<file path="config.mk">
export PLATFORM = sky130hd
export DESIGN_NAME = cas_key_loader
export DESIGN_NICKNAME = d
export VERILOG_FILES = /design/src/rtl/cas_key_pkg.sv /design/src/rtl/key_nvm_fetch.sv /design/src/rtl/cas_key_loader.sv
export SDC_FILE = /design/constraint.sdc
export NUM_CORES = 1
export LEC_CHECK = 0
export ABC_AREA = 0
export ABC_CLOCK_PERIOD_IN_PS = 3100
export CAP_MARGIN = 5
export CELL_PAD_IN_SITES_DETAIL_PLACEMENT = 1
export CELL_PAD_IN_SITES_GLOBAL_PLACEMENT = 1
export CORE_MARGIN = 4
export CORE_UTILIZATION = 43
export DETAILED_ROUTE_END_ITERATION = 8
export PLACE_DENSITY = 0.86
export SYNTH_ARGS = -nofsm -noshare
export SYNTH_HDL_FRONTEND = slang
export SYNTH_SLANG_ARGS = --single-unit
</file>
<file path="constraint.sdc">
create_clock -name clk -period 3.1 [get_ports clk]
set_clock_uncertainty 0.1 [all_clocks]
set_input_delay 0.62 -clock clk [delete_from_list [all_inputs] [get_ports clk]]
set_output_delay 0.62 -clock clk [all_outputs]
set_load 0.02 [all_outputs]
</file>
<file path="src/rtl/cas_key_pkg.sv">
// ============================================================================
// cas_key_pkg : shared types and helpers for the CAS-Lock key loader
// Revision    : 1.0
// ============================================================================
`default_nettype none

package cas_key_pkg;

  localparam int KEY_BYTES = 8;
  localparam int CHK_IDX   = KEY_BYTES;

  typedef enum logic [2:0] {
    S_IDLE  = 3'd0,
    S_REQ   = 3'd1,
    S_GAP   = 3'd2,
    S_CHECK = 3'd3,
    S_FAIL  = 3'd4,
    S_DONE  = 3'd5,
    S_ERR   = 3'd6
  } state_t;

  function automatic logic [7:0] xor_reduce_bytes(input logic [8*KEY_BYTES-1:0] shadow);
    logic [7:0] acc;
    acc = '0;
    for (int i = 0; i < KEY_BYTES; i++) begin
      acc = acc ^ shadow[8*i +: 8];
    end
    return acc;
  endfunction

endpackage

`default_nettype wire

</file>
<file path="src/rtl/key_nvm_fetch.sv">
// ============================================================================
// key_nvm_fetch : single-byte NVM req/ack engine with per-request ack timeout
// Revision      : 1.0
// ============================================================================
`default_nettype none

module key_nvm_fetch #(
  parameter int TIMEOUT = 15
) (
  input  logic       clk,
  input  logic       rst,
  input  logic       active,
  input  logic       nvm_ack,
  input  logic [7:0] nvm_data,
  output logic       nvm_req,
  output logic [7:0] rd_byte,
  output logic       done,
  output logic       timeout
);

  localparam int TMR_W = $clog2(TIMEOUT + 1);

  logic [TMR_W-1:0] r_timer;

  // Timer idles at zero outside a request, so every request starts from zero.
  always_ff @(posedge clk) begin
    if (rst || !active || nvm_ack) begin
      r_timer <= '0;
    end else if (r_timer != TMR_W'(TIMEOUT)) begin
      r_timer <= r_timer + TMR_W'(1);
    end
  end

  assign nvm_req = active;
  assign rd_byte = nvm_data;
  assign done    = active & nvm_ack;
  assign timeout = active & ~nvm_ack & (r_timer == TMR_W'(TIMEOUT));

endmodule

`default_nettype wire

</file>
<file path="src/rtl/cas_key_loader.sv">
// ============================================================================
// cas_key_loader : fetches, verifies and commits the CAS-Lock key from NVM
// Revision       : 1.0
// ============================================================================
`default_nettype none

module cas_key_loader #(
  parameter int KEY_W     = 64,
  parameter int KEY_BYTES = 8,
  parameter int NVM_AW    = 8,
  parameter int KEY_BASE  = 0,
  parameter int MAX_RETRY = 3,
  parameter int TIMEOUT   = 15
) (
  input  logic              clk,
  input  logic              rst,
  input  logic              start,
  output logic              nvm_req,
  output logic [NVM_AW-1:0] nvm_addr,
  input  logic              nvm_ack,
  input  logic [7:0]        nvm_data,
  output logic [KEY_W-1:0]  key_out,
  output logic              key_valid,
  output logic              busy,
  output logic              err,
  output logic [1:0]        retry_cnt
);

  import cas_key_pkg::*;

  localparam int IDX_W = $clog2(KEY_BYTES + 1);

  state_t           r_state;
  state_t           w_next;
  logic [IDX_W-1:0] r_idx;
  logic [KEY_W-1:0] r_shadow;
  logic [7:0]       r_chk;
  logic             w_active;
  logic             w_done;
  logic             w_timeout;
  logic [7:0]       w_byte;
  logic             w_match;
  logic             w_last_try;

  assign w_active   = (r_state == S_REQ);
  assign w_match    = (xor_reduce_bytes(r_shadow) == r_chk);
  assign w_last_try = (int'(retry_cnt) + 1) >= MAX_RETRY;
  assign nvm_addr   = NVM_AW'(KEY_BASE) + NVM_AW'(r_idx);
  assign busy       = (r_state == S_REQ) || (r_state == S_GAP) ||
                      (r_state == S_CHECK) || (r_state == S_FAIL);

  key_nvm_fetch #(
    .TIMEOUT (TIMEOUT)
  ) u_fetch (
    .clk      (clk),
    .rst      (rst),
    .active   (w_active),
    .nvm_ack  (nvm_ack),
    .nvm_data (nvm_data),
    .nvm_req  (nvm_req),
    .rd_byte  (w_byte),
    .done     (w_done),
    .timeout  (w_timeout)
  );

  always_comb begin
    w_next = r_state;
    case (r_state)
      S_IDLE, S_DONE, S_ERR: if (start) w_next = S_REQ;
      S_REQ: begin
        if (w_done)         w_next = S_GAP;
        else if (w_timeout) w_next = S_FAIL;
      end
      S_GAP:   w_next = (r_idx < IDX_W'(KEY_BYTES)) ? S_REQ : S_CHECK;
      S_CHECK: w_next = w_match ? S_DONE : S_FAIL;
      S_FAIL:  w_next = w_last_try ? S_ERR : S_REQ;
      default: w_next = S_IDLE;
    endcase
  end

  // key_out is only ever loaded from a verified shadow or cleared; never mid-load.
  always_ff @(posedge clk) begin
    if (rst) begin
      r_state   <= S_IDLE;
      r_idx     <= '0;
      r_shadow  <= '0;
      r_chk     <= '0;
      key_out   <= '0;
      key_valid <= 1'b0;
      err       <= 1'b0;
      retry_cnt <= '0;
    end else begin
      r_state <= w_next;
      case (r_state)
        S_IDLE, S_DONE, S_ERR: begin
          if (start) begin
            r_idx     <= '0;
            r_shadow  <= '0;
            key_out   <= '0;
            key_valid <= 1'b0;
            err       <= 1'b0;
            retry_cnt <= '0;
          end
        end
        S_REQ: begin
          if (w_done) begin
            if (r_idx == IDX_W'(KEY_BYTES)) r_chk <= w_byte;
            for (int i = 0; i < KEY_BYTES; i++) begin
              if (r_idx == IDX_W'(i)) r_shadow[8*i +: 8] <= w_byte;
            end
          end
        end
        S_GAP: begin
          if (r_idx < IDX_W'(KEY_BYTES)) r_idx <= r_idx + IDX_W'(1);
        end
        S_CHECK: begin
          if (w_match) begin
            key_out   <= r_shadow;
            key_valid <= 1'b1;
          end
        end
        S_FAIL: begin
          retry_cnt <= retry_cnt + 2'd1;
          r_idx     <= '0;
          if (w_last_try) begin
            key_out   <= '0;
            key_valid <= 1'b0;
            err       <= 1'b1;
          end
        end
        default: ;
      endcase
    end
  end

endmodule

`default_nettype wire

</file>
==> impl_metrics.env <==
export IMPL_dp_slack_ns=0.256
export IMPL_synthTopCellsByArea="dfxtp_1 (44%), mux2i_1 (20%), nand2b_1 (6.3%)"
export IMPL_yosys_warnings=0
export IMPL_die_height_um=135
export IMPL_synth_cell_type_count=44
export IMPL_cp_end_kind="flip-flop"
export IMPL_ys_seq_elements=151
export IMPL_start_kind="flip-flop"
export IMPL_slew_headroom_pct=50.0
export IMPL_hold_class="flip-flop to flip-flop"
export IMPL_post_dp_hpwl_um=13100
export IMPL_path_cells="xor2_1, xnor3_1, xnor2_1, nand4_1, or4_4, buf_4, mux2i_1"
export IMPL_powerDensity_nw_per_um2=640
export IMPL_synth_edf_count=0
export IMPL_grt_max_degree=137
export IMPL_ctsHoldBuffers=0
export IMPL_cp_data_required_time_ns=3.33
export IMPL_seq_area_frac_synth_pct=43.7
export IMPL_async_flop_share_pct=0
export IMPL_worst_slew_pin_slew_ns=0.750
export IMPL_diodes=0
export IMPL_clkLatencyLatePin_ns=0.43
export IMPL_layoutNonFillerInstCount=1030
export IMPL_intPower_mw=4.00
export IMPL_synth_area_per_cell_sq_um=9.49
export IMPL_wl_per_cell_um=18.6
export IMPL_postRouteAntennaNets=0
export IMPL_synthFlopType="dfxtp_1"
export IMPL_final_area_sq_um=8600
export IMPL_swShare_pct=27.3
export IMPL_globalRouteTotalUtil_pct=22.0
export IMPL_grt_overflow_total=0
export IMPL_ir_worst_vdd_uv=394
export IMPL_postSynthCellCount=729
export IMPL_clock_power_share_pct=41.7
export IMPL_cts_tree="built"
export IMPL_cts_resized=0
export IMPL_cp_max_fo=45
export IMPL_synthToLayoutAreaGrowth_pct=24.3
export IMPL_syn_cell_area_sq_um=6920
export IMPL_placed_area_sq_um=7950
export IMPL_grt_pass1_wl_um=30900
export IMPL_first_iter_violations=285
export IMPL_p_sw_mw=1.50
export IMPL_rows=46
export IMPL_synth_top_area_share_pct=43.7
export IMPL_gp_congestion=0.786
export IMPL_portBuffers=85
export IMPL_cp_slowest_cell="or4_4"
export IMPL_drtPass1Iterations=4
export IMPL_seq_area_sq_um=3020
export IMPL_cts_buffer_depth=2
export IMPL_rsz0062_at_grt="no"
export IMPL_p_leak_nw=3.80
export IMPL_vias=5269
export IMPL_clkTransAtPathRegs_ns=0.06
export IMPL_fill_cells=1726
export IMPL_cts_buffers=17
export IMPL_io_pin_count=90
export IMPL_numClockSinks=151
export IMPL_fin_tns_setup_ns=0
export IMPL_via_per_inst=5.12
export IMPL_die_area_sq_um=18200
export IMPL_cts_root_buf="clkbuf_16"
export IMPL_worstSetupPathType="flip-flop to flip-flop"
export IMPL_multi_input_area_sq_um=3630
export IMPL_antenna_found_initial=0
export IMPL_coreArea_sq_um=15800
export IMPL_grt_pass1_vias=5808
export IMPL_p_seq_share_pct=38.3
export IMPL_dieWidth_um=135
export IMPL_final_hold_violation_count=0
export IMPL_drive_gt1_share_pct=6.39
export IMPL_maxCapViolCount=0
export IMPL_htree_levels=4
export IMPL_dp_cells=998
export IMPL_yosysTopAreaCell="dfxtp_1"
export IMPL_setup_slack_ns=0.141
export IMPL_setup_violations=0
export IMPL_finalCritPeriodShare_pct=95.5
export IMPL_critPathMaxStageDelay_ns=0.57
export IMPL_fin_nets=820
export IMPL_final_max_slew_viol_count=0
export IMPL_pwr_share_comb_pct=20.0
export IMPL_initial_core_util_pct=43.7
export IMPL_cts_setup_buffers=0
export IMPL_cp_arrival_ns=3.19
export IMPL_fin_crit_ns=2.96
export IMPL_fmax_mhz=338
export IMPL_status="finished clean"
export IMPL_routed_wirelength_um=19200
export IMPL_drc=0
-- cell usage in the layout (no fill, tap or decap), types with 2 or more instances in the layout --
cell             netlist  layout
a211oi_1               2       2
a21oi_1                9       9
and2_1                 8       8
buf_4                  4      18
bufinv_16              0       5
clkbuf_1              39       4
clkbuf_16              0      17
clkbuf_8               0       3
clkdlybuf4s50_1        0      84
clkinv_2               0       2
conb_1                 1       4
dfxtp_1              151     151
ha_1                   7       7
inv_1                  6       6
mux2i_1              138     138
nand2_1               85      85
nand2b_1              70      70
nand3_1                5       5
nor2_1                92      92
nor3_1                 7       6
o21a_1                 2       2
o21ai_0                8       8
o21ai_1                3       3
o22ai_1                2       2
xnor2_1               38      38
xnor3_1                7       7
xor2_1                16      16
-- layer usage --
layer  vias to the layer above  part of all wire [%]  track usage (%)  wire (um)
met5                         -                     0                0          0
met4                         0                   2.3             8.48        435
met3                        31                   3.6             4.14        699
met2                       112                    53             40.2      10100
met1                      2602                    41             25.3       7940
li1                       2524                     -                -          -
-- critical path: cells and delay by family, from the launching register on --
family	cells	cell delay (ns)
and+or+nand+nor	2	0.71
buffers and inverters	1	0.37
DFF	1	0.39
muxes	1	0.32
xor gates and xnor gates	3	0.95
-- Yosys cell counts (2+ instances only) --
cell type / instances
buf_4: 4
nand2_1: 85
nand2b_1: 70
o21ai_1: 3
dfxtp_1: 151
a211oi_1: 2
nor2_1: 92
xor2_1: 16
xnor2_1: 38
inv_1: 6
buf_2: 4
nor3_1: 7
xnor3_1: 7
o21ai_0: 8
buf_6: 5
a21oi_1: 9
o22ai_1: 2
nand3_1: 5
ha_1: 7
o21a_1: 2
and2_1: 8
clkbuf_1: 39
mux2i_1: 138
-- cell families (layout without fill, tap and decap cells) --
logic type                 Yosys count  in the layout  share of synthesized area [%]
AOI/OAI and AO/OA                   36             36                           3.33
xor gates and xnor gates            61             61                           9.12
muxes                              138            138                           20.0
and+or+nand+nor                    275            275                           18.4
other                                1              4                         0.0542
DFF                                151            151                           43.7
adders and majority gates            8              8                           1.41
buffers and inverters               59            141                           4.03
-- metrics by stage --
stage                     power (mW)  hold WS [ns]  util, %
after floorplan                 2.91         0.361        -
after global placement          3.16         0.343     50.2
after detailed placement        3.22         0.354     50.2
after CTS                       5.53         0.362     54.3
after global routing            5.71         0.381     54.3
final                           5.50         0.357     54.3
-- power by group through the flow --
stage               registers, mW  clock network, mW  logic, mW
finish                       2.11               2.29       1.10
global route                 2.12               2.41       1.19
CTS                          2.11               2.32       1.10
detailed placement           2.15                  0       1.08
global placement             2.14                  0       1.03
floorplan                    2.12                  0      0.782
-- state kept, by name (all words and copies together) (netlist names) --
signal	count
r_idx	4
key_out	64
key_valid	1
err	1
r_shadow	64
u_fetch.r_timer	4
retry_cnt	2
r_state	3
r_chk	8
-- area by class of cell --
cell class | instances | share of cell area, %
Timing Repair Buffer | 103 | 11.6
Clock buffer | 24 | 5.60
Tap cell | 216 | 3.14
Sequential cell | 151 | 35.2
Multi-Input combinational cell | 522 | 42.3
Clock inverter | 8 | 1.95
Inverter | 6 | 0.262
-- worst paths after layout --
check                    start           to  slack, ns  cells past startpoint
hold / removal      key_out[8]   key_out[8]       0.36                      2
setup / recovery  r_shadow[34]  key_out[41]       0.14                      7
setup reg to reg  r_shadow[34]  key_out[41]       0.14                      7
hold reg to reg     key_out[8]   key_out[8]       0.36                      2
Note: power is estimated with default switching activity, not from simulation.
